==> config.mk <==
export PLATFORM = sky130hd
export DESIGN_NAME = lane_hazard_ctrl
export DESIGN_NICKNAME = d
export VERILOG_FILES = /design/src/rtl/lane_hazard_ctrl_pkg.sv /design/src/rtl/lane_hazard_ctrl_mover.sv /design/src/rtl/lane_hazard_ctrl.sv
export SDC_FILE = /design/constraint.sdc
export NUM_CORES = 1
export LEC_CHECK = 0
export ABC_CLOCK_PERIOD_IN_PS = 19170
export BUFFER_PORTS_ARGS = -buffer_cell sky130_fd_sc_hd__buf_2
export CAP_MARGIN = 20
export CORE_ASPECT_RATIO = 0.5
export CORE_MARGIN = 3
export CORE_UTILIZATION = 53
export DETAILED_ROUTE_END_ITERATION = 8
export MAX_ROUTING_LAYER = met4
export PLACE_DENSITY = 0.69
export SLEW_MARGIN = 20
export SYNTH_ARGS = -nofsm -noshare
export SYNTH_HDL_FRONTEND = slang
export SYNTH_SLANG_ARGS = --single-unit
==> constraint.sdc <==
create_clock -name i_Clk -period 19.17 [get_ports i_Clk]
set_input_delay 2.8755 -clock i_Clk [delete_from_list [all_inputs] [get_ports i_Clk]]
set_output_delay 2.8755 -clock i_Clk [all_outputs]
set_load 0.05 [all_outputs]
==> src/rtl/lane_hazard_ctrl_pkg.sv <==
// Shared playfield definitions for the lane hazard engine: tile codes, coordinate
// width and wrap-around subtraction used by the lane occupancy logic.
package lane_hazard_ctrl_pkg;

    localparam int unsigned c_X_W = 6;

    typedef enum logic [2:0] {
        TILE_WALL  = 3'd0,
        TILE_ROAD  = 3'd1,
        TILE_WATER = 3'd2,
        TILE_SAFE  = 3'd3,
        TILE_LILY  = 3'd4
    } tile_t;

    // (A - B) mod W for A, B already in 0..W-1
    function automatic logic [c_X_W-1:0] subtract_modulo(
        input logic [c_X_W-1:0] i_A,
        input logic [c_X_W-1:0] i_B,
        input logic [c_X_W-1:0] i_W
    );
        if (i_A >= i_B)
            return i_A - i_B;
        else
            return i_A + i_W - i_B;
    endfunction

endpackage

==> src/rtl/lane_hazard_ctrl_mover.sv <==
// One hazard lane: tick divider, wrapping offset register and occupancy lookup
// for the render column and the frog column.
module lane_mover
    import lane_hazard_ctrl_pkg::*;
#(
    parameter int unsigned c_GAME_WIDTH   = 14,
    parameter int unsigned c_OBJ_PER_LANE = 2,
    parameter int unsigned c_OBJ_LEN      = 2,
    parameter logic [3:0]  c_DIV          = 4'h0,
    parameter logic        c_DIR          = 1'b0
) (
    input  logic             i_Clk,
    input  logic             i_Rst,
    input  logic             i_Restart,
    input  logic             i_Tick,
    input  logic [c_X_W-1:0] i_Render_X,
    input  logic [c_X_W-1:0] i_Frog_X,
    output logic             o_Step,
    output logic             o_Render_Occ,
    output logic             o_Frog_Occ
);

    localparam int unsigned      c_SPACING = c_GAME_WIDTH / c_OBJ_PER_LANE;
    localparam logic [c_X_W-1:0] c_W       = c_X_W'(c_GAME_WIDTH);
    localparam logic [c_X_W-1:0] c_SPAN    = c_X_W'(c_OBJ_PER_LANE * c_SPACING);
    localparam logic [c_X_W-1:0] c_S       = c_X_W'(c_SPACING);
    localparam logic [c_X_W-1:0] c_LEN     = c_X_W'(c_OBJ_LEN);

    logic [3:0]       r_Div;
    logic [c_X_W-1:0] r_Offset;
    logic             w_Step;

    function automatic logic f_occupied(
        input logic [c_X_W-1:0] i_X,
        input logic [c_X_W-1:0] i_Off
    );
        logic [c_X_W-1:0] v_Rel;
        v_Rel = subtract_modulo(i_X, i_Off, c_W);
        return (v_Rel < c_SPAN) && ((v_Rel % c_S) < c_LEN);
    endfunction

    assign w_Step = i_Tick && (r_Div == c_DIV);

    always_ff @(posedge i_Clk or posedge i_Rst) begin
        if (i_Rst) begin
            r_Div    <= '0;
            r_Offset <= '0;
        end else if (i_Restart) begin
            r_Div    <= '0;
            r_Offset <= '0;
        end else if (i_Tick) begin
            r_Div <= w_Step ? '0 : r_Div + 1'b1;
            if (w_Step) begin
                if (c_DIR)
                    r_Offset <= (r_Offset == c_W - 1'b1) ? '0 : r_Offset + 1'b1;
                else
                    r_Offset <= (r_Offset == '0) ? c_W - 1'b1 : r_Offset - 1'b1;
            end
        end
    end

    assign o_Step       = w_Step;
    assign o_Render_Occ = f_occupied(i_Render_X, r_Offset);
    assign o_Frog_Occ   = f_occupied(i_Frog_X, r_Offset);

endmodule

==> src/rtl/lane_hazard_ctrl.sv <==
// Frogger hazard engine: base tick, N lane movers, render tile lookup and the
// registered hit / drown / carry events for the frog controller.
module lane_hazard_ctrl
    import lane_hazard_ctrl_pkg::*;
#(
    parameter int unsigned c_NUM_LANES    = 4,
    parameter int unsigned c_FIRST_ROW    = 7,
    parameter int unsigned c_GAME_WIDTH   = 14,
    parameter int unsigned c_OBJ_PER_LANE = 2,
    parameter int unsigned c_OBJ_LEN      = 2,
    parameter int unsigned c_BASE_PERIOD  = 20000000,
    parameter logic [31:0] c_LANE_DIV     = 32'h0,
    parameter logic [7:0]  c_LANE_DIR     = 8'h0,
    parameter logic [7:0]  c_LANE_WATER   = 8'h0
) (
    input  logic       i_Clk,
    input  logic       i_Rst,
    input  logic       i_Enable,
    input  logic       i_Restart,
    input  logic [4:0] i_Col_Count_Div,
    input  logic [4:0] i_Row_Count_Div,
    input  logic [5:0] i_Frogger_X,
    input  logic [5:0] i_Frogger_Y,
    output logic       o_Tile_Obj,
    output logic       o_Tile_Water,
    output logic       o_Collided,
    output logic       o_Drowned,
    output logic       o_Carry_Pulse,
    output logic       o_Carry_Dir
);

    localparam int unsigned      c_BW        = $clog2(c_BASE_PERIOD + 1);
    localparam logic [c_BW-1:0]  c_BASE_LAST = c_BW'(c_BASE_PERIOD - 1);
    localparam logic [c_X_W-1:0] c_W         = c_X_W'(c_GAME_WIDTH);

    logic [c_BW-1:0]        r_Base_Cnt;
    logic                   w_Tick;
    logic [c_X_W-1:0]       w_Render_X;
    logic                   w_Render_Col_Ok;
    logic                   w_Frog_X_Ok;
    logic [c_NUM_LANES-1:0] w_Step;
    logic [c_NUM_LANES-1:0] w_Render_Occ;
    logic [c_NUM_LANES-1:0] w_Frog_Occ;
    logic [c_NUM_LANES-1:0] w_Render_Sel;
    logic [c_NUM_LANES-1:0] w_Frog_Sel;
    logic [c_NUM_LANES-1:0] w_Obj_Hit;
    logic [c_NUM_LANES-1:0] w_Water_Sel;
    logic [c_NUM_LANES-1:0] w_Road_Hit;
    logic [c_NUM_LANES-1:0] w_Off_Log;
    logic [c_NUM_LANES-1:0] w_Carry;
    logic [c_NUM_LANES-1:0] w_Edge;
    logic [c_NUM_LANES-1:0] w_Carry_Right;
    tile_t                  w_Tile_Kind;
    logic                   w_Collided_Nxt;
    logic                   w_Drowned_Nxt;
    logic                   w_Carry_Nxt;
    logic                   w_Dir_Nxt;
    logic                   r_Collided;
    logic                   r_Drowned;
    logic                   r_Carry_Pulse;
    logic                   r_Carry_Dir;

    assign w_Tick = i_Enable && (r_Base_Cnt == c_BASE_LAST);

    always_ff @(posedge i_Clk or posedge i_Rst) begin
        if (i_Rst)
            r_Base_Cnt <= '0;
        else if (i_Restart)
            r_Base_Cnt <= '0;
        else if (i_Enable)
            r_Base_Cnt <= w_Tick ? '0 : r_Base_Cnt + 1'b1;
    end

    assign w_Render_X      = {1'b0, i_Col_Count_Div};
    assign w_Render_Col_Ok = (w_Render_X < c_W);
    assign w_Frog_X_Ok     = (i_Frogger_X < c_W);

    // At most one lane matches a given row, so the per-lane terms are OR-reduced.
    for (genvar g = 0; g < c_NUM_LANES; g++) begin : gen_lane
        localparam logic       c_WATER = c_LANE_WATER[g];
        localparam logic       c_DIR   = c_LANE_DIR[g];
        localparam logic [6:0] c_ROW   = 7'(c_FIRST_ROW + g);

        lane_mover #(
            .c_GAME_WIDTH  (c_GAME_WIDTH),
            .c_OBJ_PER_LANE(c_OBJ_PER_LANE),
            .c_OBJ_LEN     (c_OBJ_LEN),
            .c_DIV         (c_LANE_DIV[4*g +: 4]),
            .c_DIR         (c_DIR)
        ) u_lane (
            .i_Clk       (i_Clk),
            .i_Rst       (i_Rst),
            .i_Restart   (i_Restart),
            .i_Tick      (w_Tick),
            .i_Render_X  (w_Render_X),
            .i_Frog_X    (i_Frogger_X),
            .o_Step      (w_Step[g]),
            .o_Render_Occ(w_Render_Occ[g]),
            .o_Frog_Occ  (w_Frog_Occ[g])
        );

        assign w_Render_Sel[g]  = ({2'b00, i_Row_Count_Div} == c_ROW) && w_Render_Col_Ok;
        assign w_Frog_Sel[g]    = ({1'b0, i_Frogger_Y} == c_ROW) && w_Frog_X_Ok;
        assign w_Obj_Hit[g]     = w_Render_Sel[g] && w_Render_Occ[g];
        assign w_Water_Sel[g]   = w_Render_Sel[g] && c_WATER;
        assign w_Road_Hit[g]    = w_Frog_Sel[g] && !c_WATER && w_Frog_Occ[g];
        assign w_Off_Log[g]     = w_Frog_Sel[g] && c_WATER && !w_Frog_Occ[g];
        assign w_Carry[g]       = w_Frog_Sel[g] && c_WATER && w_Frog_Occ[g] && w_Step[g];
        assign w_Edge[g]        = w_Carry[g] &&
                                  (c_DIR ? (i_Frogger_X == c_W - 1'b1) : (i_Frogger_X == '0));
        assign w_Carry_Right[g] = w_Carry[g] && !w_Edge[g] && c_DIR;
    end

    always_comb begin
        w_Tile_Kind = TILE_WALL;
        if (|w_Render_Sel)
            w_Tile_Kind = (|w_Water_Sel) ? TILE_WATER : TILE_ROAD;
    end

    assign o_Tile_Obj   = |w_Obj_Hit;
    assign o_Tile_Water = (w_Tile_Kind == TILE_WATER);

    always_comb begin
        w_Collided_Nxt = |w_Road_Hit;
        w_Drowned_Nxt  = (|w_Off_Log) || (|w_Edge);
        w_Carry_Nxt    = |(w_Carry & ~w_Edge);
        w_Dir_Nxt      = |w_Carry_Right;
    end

    always_ff @(posedge i_Clk or posedge i_Rst) begin
        if (i_Rst) begin
            r_Collided    <= 1'b0;
            r_Drowned     <= 1'b0;
            r_Carry_Pulse <= 1'b0;
            r_Carry_Dir   <= 1'b0;
        end else if (i_Restart) begin
            r_Collided    <= 1'b0;
            r_Drowned     <= 1'b0;
            r_Carry_Pulse <= 1'b0;
            r_Carry_Dir   <= 1'b0;
        end else begin
            r_Collided    <= w_Collided_Nxt;
            r_Drowned     <= w_Drowned_Nxt;
            r_Carry_Pulse <= w_Carry_Nxt;
            r_Carry_Dir   <= w_Dir_Nxt;
        end
    end

    assign o_Collided    = r_Collided;
    assign o_Drowned     = r_Drowned;
    assign o_Carry_Pulse = r_Carry_Pulse;
    assign o_Carry_Dir   = r_Carry_Dir;

endmodule

# After elaboration in Yosys (flattened, before gate mapping)
# Cells that the tools add are included.
[totals] regBits=66 in_bits=26
[classes] n_lt_le_gt_ge=26 div=8 eq_ne=10 reduce_logical=50 n_mux=41 n_addsub=27
[ops] op="2-to-1 mux 6 bit" count=24
[ops] op="2-to-1 mux 25 bit" count=3
[ops] op="subtractor 6 bit" count=12
[ops] op="< comparator 6 x 4 -> 1 bit (second input constant)" count=9
[ops] op="< comparator 6 x 2 -> 1 bit (second input constant)" count=8
[ops] op="remainder unit 6 x 3 -> 6 bit (second input constant)" count=8
[ops] op="2-to-1 mux 4 bit" count=12
[ops] op="logical AND 1 bit" count=29
[ops] op="adder 25 x 1 -> 25 bit (second input constant)" count=1
[ops] op="equality test 25 bit (second input constant)" count=1
[ops] op=">= comparator 5 x 6 -> 1 bit" count=4
[ops] op=">= comparator 6 bit" count=4
[ops] op="logical NOT 6 bit" count=4
[ops] op="subtractor 5 x 6 -> 6 bit" count=4
[ops] op="subtractor 6 x 1 -> 6 bit (second input constant)" count=4
[ops] op="equality test 6 x 4 -> 1 bit (second input constant)" count=3
[ops] op="adder 4 x 1 -> 4 bit (second input constant)" count=4
[ops] op="logical NOT 4 bit" count=4
[ops] op="equality test 5 x 4 -> 1 bit (second input constant)" count=3
[ops] op="nonzero test 2 bit" count=6
[ops] op="OR reduction 4 bit" count=3
[ops] op="AND reduction 2 bit" count=4
[ops] op="adder 5 x 4 -> 6 bit (second input constant)" count=1
[ops] op="adder 6 x 4 -> 6 bit (second input constant)" count=1
[ops] op="5 further kinds" count=6

# Logic depth before layout (Yosys ltp)
[logic_depth] ltp_word=9 ltp_mapped=35

# Hierarchy
# From an unflattened synthesis, not the netlist that was laid out.
[hier_totals] hier_cells=1706 hier_area_um2=13304.0
[modules_own_cells] module="lane_mover (gen_lane[1].u_lane ...)" cells_per_inst=377 area_each_um2=2947.8 seq_area_each_um2=250.2 instances=2
[modules_own_cells] module="lane_mover (gen_lane[0].u_lane)" cells_per_inst=404 area_each_um2=2971.6 seq_area_each_um2=250.2 instances=1
[modules_own_cells] module="lane_mover (gen_lane[3].u_lane)" cells_per_inst=371 area_each_um2=2797.7 seq_area_each_um2=250.2 instances=1
[modules_own_cells] module="lane_hazard_ctrl" cells_per_inst=177 area_each_um2=1639.1 seq_area_each_um2=650.6 instances=1

# Least setup slack after synthesis
# OpenSTA, ideal clock, no wires.
[synth_path] kind="in2out" from="in i_Col_Count_Div[1]" to="out o_Tile_Obj" t_arrival_ps=9128 n_path_buf=1 slack_ps=7167 path_stages=33 path_cell_list="inv_1 ha_1 inv_1 ha_1 nor2b_1 o21ai_0 a21oi_1 o32ai_1 inv_2 ha_1 a41oi_1 nor2_1 nor2_1 ha_1 buf_1 nand2_1 o2111a_1 or2_2 xnor2_1 ha_1 a32o_1 a211o_1 a211oi_2 nand2_1 o21ai_0 ha_1 nand2b_1 nand2_1 a21oi_1 a31oi_1 o2111ai_1 and4b_1 nand2_1"
[synth_between] elab_chain_cells=8 elab_cells_between_ends=43 classes_between="add/sub: 9; div: 4; order compare: 13; mux: 4; reduce/logical: 13"
[synth_lines] item="from (decl)" line="lane_hazard_ctrl.sv:20" text="input logic [4:0] i_Col_Count_Div,"
[synth_lines] item="adder 5 x 4 -> 6 bit" line="lane_hazard_ctrl_pkg.sv:24" text="return i_A + i_W - i_B;"
[synth_lines] item="subtractor 6 bit" line="lane_hazard_ctrl_pkg.sv:24"
[synth_lines] item="2-to-1 mux 6 bit" line="lane_hazard_ctrl_pkg.sv:21" text="if (i_A >= i_B)"
[synth_lines] item="remainder unit 6 x 3 -> 6 bit" line="lane_hazard_ctrl_mover.sv:39" text="return (v_Rel < c_SPAN) && ((v_Rel % c_S) < c_LEN);"
[synth_lines] item="< comparator 6 x 2 -> 1 bit" line="lane_hazard_ctrl_mover.sv:39"
[synth_lines] item="logical AND 1 bit" line="lane_hazard_ctrl_mover.sv:39"
[synth_lines] item="logical AND 1 bit" line="lane_hazard_ctrl.sv:104" text="assign w_Obj_Hit[g] = w_Render_Sel[g] && w_Render_Occ[g];"
[synth_lines] item="OR reduction 4 bit *" line="lane_hazard_ctrl.sv:120" text="assign o_Tile_Obj = |w_Obj_Hit;"
[synth_lines] item="to (decl)" line="lane_hazard_ctrl.sv:24" text="output logic o_Tile_Obj,"
# Every way passes the cells marked *; elsewhere a longest branch is shown, timed or not.

# Worst setup path in the final report
# Same ends and word-level chain as after synthesis.

==> results.cfg <==
[route]
ant_nets = 0
viasPerCell = 6.24
wl_per_cell_um = 16.9
drt_pass1_iterations = 5
num_vias = 11633
post-route-drc-count = 0
drtIter0Drc = 796
routed_wl_mm = 31.5

[synthesis]
netlist_instances = 1552
synth_top_flop_cell = dfrtp_1
synth_area_um2 = 12000
ys.warnings.count = 0
syn_area_per_cell_um2 = 7.72
async_reset_ff_frac = 1.00
synth_cell_types = 100
synth-seq-cells = 66
yosysSeqAreaShare = 0.138
synth-edff-count = 0

[clock_network]
clkLatencyLatePin_ns = 0.33
cts_resized = 0
cts-hold-fix-buffers = 0
clk_path_buf_depth = 2
cts_tree = built
cts_buffers = 9
post-cts-setup-buffers = 0
cts-root-buf = clkbuf_16
htreeDepth = 3
cts.sinks = 66
clk_pin_slew_ns = 0.05

[pwr]
switching_share = 0.527
p_leak_uw = 0.00531
power.switching_uw = 863
internal-power_uw = 776
seq_power_share = 0.094
ir_drop_v = 0.000147
power_density_nw_per_um2 = 129
clkPwrFrac = 0.094
finalPower_uw = 1640
combPwrFrac = 0.811

[run]
maxCapViolCount = 0

[hold_path]
hold_end = r_Base_Cnt[4]
min_from = r_Base_Cnt[4]
holdCritPathClass = register to register
hold_depth = 2

[placement]
place_congestion = 0.932
port_buffers = 27
post-place-ws_ns = 5.99
dp.cells = 1848
dp_hpwl_mm = 24.9

[critical_path]
reg2reg_from = gen_lane[2].u_lane.r_Offset[5]
reg2reg_depth = 25
cp-start-kind = input pin
crit_path_top_delay_cell = o32ai_1
path_max_fanout = 11
crit_required_ns = 16.29
critPathKind = input pin to primary output
cp_common_cell = ha_1
r2r_end = o_Collided
crit_path_end_kind = primary output
crit_arrival_ns = 10.42
crit_path_max_incr_delay_ns = 0.61
r2r_slack_ns = 11.90

[timing]
worst_pin_slew_ns = 0.963
fin_ws_ns = 5.88
maxSlewHeadroom = 0.358
final-setup-viol-count = 0
finalHoldViolations = 0
setup-tns-final_ns = 0
fmax_mhz = 75.2
rsz0062_at_grt = no
drv_slew = 0
whs_ns = 0.538
fin_crit_ns = 13.29
final.setup_skew_ns = 0.00832
finalCritPeriodShare = 0.693

[global_route]
grtUsageTotal = 0.262
grt-ovfl-total = 0
antenna_found_initial = 0
grt_pass1_wl_mm = 52.8
grt_pass1_vias = 10856
grt_max_degree = 67

[final_layout]
drive_gt1_frac = 0.0748
fin_cells = 1864
num-nets-final = 1729
area_growth_pct = 5.68
nFillCells = 2035
n_antenna_cell = 0

[floorplan]
die_y_um = 112
initial_core_util = 0.547
die_area_um2 = 24600
core_um2 = 21900
rows = 38
fp.dieW_um = 219
ios = 32

[run_status]
status = finished, final reports clean
-- power groups by stage --
stage          clock network (µW)  logic [µW]  registers (µW)
2_1_floorplan                   0        1070             153
3_3_place_gp                    0        1260             157
3_5_place_dp                    0        1300             157
4_1_cts                       158        1310             155
5_1_grt                       164        1480             156
6_report                      154        1330             155
-- layout by cell type, fill, tap and decap left out, types with 15 or more instances in the layout --
master / count
nor2_1: 152
ha_1: 128
a21oi_1: 109
inv_1: 99
nand2_1: 83
o21ai_0: 69
xnor2_1: 67
dfrtp_1: 66
nand3_1: 47
nor3_1: 46
xor2_1: 45
nand2b_1: 44
mux2i_1: 42
nor2b_1: 27
buf_2: 27
o211ai_1: 26
and2_1: 23
or2_2: 21
nand4_1: 20
a211oi_1: 20
o21a_1: 20
a31oi_1: 20
and3_1: 18
or3_1: 17
a21o_1: 17
fa_1: 16
nor4_1: 15
nor3b_1: 15
-- metal layers --
layer,up-vias,global-route usage,part of all wire
li1,5776,-,-
met5,-,-,0
met4,0,0.0479,0.012
met3,29,0.0316,0.043
met1,5542,0.371,0.51
met2,286,0.406,0.44
-- state kept, by name (all words and copies together), names as in the netlist --
register                  cells
r_Base_Cnt                   25
o_Collided                    1
gen_lane.u_lane.r_Offset     24
gen_lane.u_lane.r_Div        16
-- logic make-up (layout without fill, tap and decap cells) --
kind of cell               after synthesis  after routing  share of synthesized area
other                                    1              4                   0.000313
muxes                                   54             54                     0.0465
buffers and inverters                  144            153                     0.0472
adders and majority gates              144            144                      0.160
AOI/OAI and AO/OA                      449            449                      0.262
and+or+nand+nor                        574            574                      0.250
DFF                                     66             66                      0.138
xor gates and xnor gates               120            120                     0.0953
-- metrics by stage --
stage | instance area, µm² | util
after CTS | 12700 | 0.578
final | 12700 | 0.578
after detailed placement | 12400 | 0.565
after global routing | 12700 | 0.578
after floorplan | 12000 | -
after global placement | 12400 | 0.565
-- final cells by class --
| type | count | area [µm²] | share of cell area |
|---|---|---|---|
| repair buffers | 31 | 165 | 0.0130 |
| well taps | 300 | 375 | 0.0296 |
| flip-flops and latches | 66 | 1650 | 0.130 |
| clock inverters | 6 | 42.5 | 0.00336 |
| clock buffers | 10 | 239 | 0.0189 |
| inverters | 106 | 398 | 0.0314 |
| multi-input cells | 1345 | 9800 | 0.773 |
-- critical path: cells and delay by family --
family          cells  cell delay [ns]
xor+xnor            1             0.15
simple gates        9             1.13
compound gates     12             3.08
fa+ha+maj           6             1.85
buf+inv             6             1.30
-- synth_stat cells, drive strengths merged, types with 15 or more instances --
| master | number | area share |
|---|---|---|
| fa | 16 | 0.027 |
| xor2 | 46 | 0.034 |
| buf | 16 | 0.0071 |
| o21ai | 73 | 0.030 |
| or3 | 17 | 0.0089 |
| inv | 105 | 0.033 |
| o211ai | 26 | 0.016 |
| and2 | 23 | 0.012 |
| or2 | 23 | 0.012 |
| dfrtp | 66 | 0.14 |
| and3 | 18 | 0.0094 |
| a21oi | 113 | 0.049 |
| nand2b | 45 | 0.023 |
| a211oi | 21 | 0.014 |
| nor2 | 152 | 0.048 |
| nand3 | 47 | 0.020 |
| nor2b | 27 | 0.014 |
| nand2 | 83 | 0.026 |
| nor4 | 16 | 0.0083 |
| ha | 128 | 0.13 |
| a21o | 18 | 0.012 |
| clkbuf | 22 | 0.0069 |
| a31oi | 21 | 0.011 |
| nor3b | 15 | 0.0094 |
| nand4 | 20 | 0.010 |
| mux2i | 43 | 0.036 |
| xnor2 | 69 | 0.052 |
| nor3 | 47 | 0.020 |
| o21a | 20 | 0.013 |
-- worst max-delay path by stage --
stage	startpoint	to	cells past startpoint
after floorplan	i_Col_Count_Div[1]	o_Tile_Obj	33
after global placement	i_Col_Count_Div[1]	o_Tile_Obj	34
after detailed placement	i_Col_Count_Div[1]	o_Tile_Obj	34
after CTS	i_Col_Count_Div[1]	o_Tile_Obj	34
after global routing	i_Col_Count_Div[1]	o_Tile_Obj	34
final	i_Col_Count_Div[1]	o_Tile_Obj	34
Power figures use the tool's default switching activity.
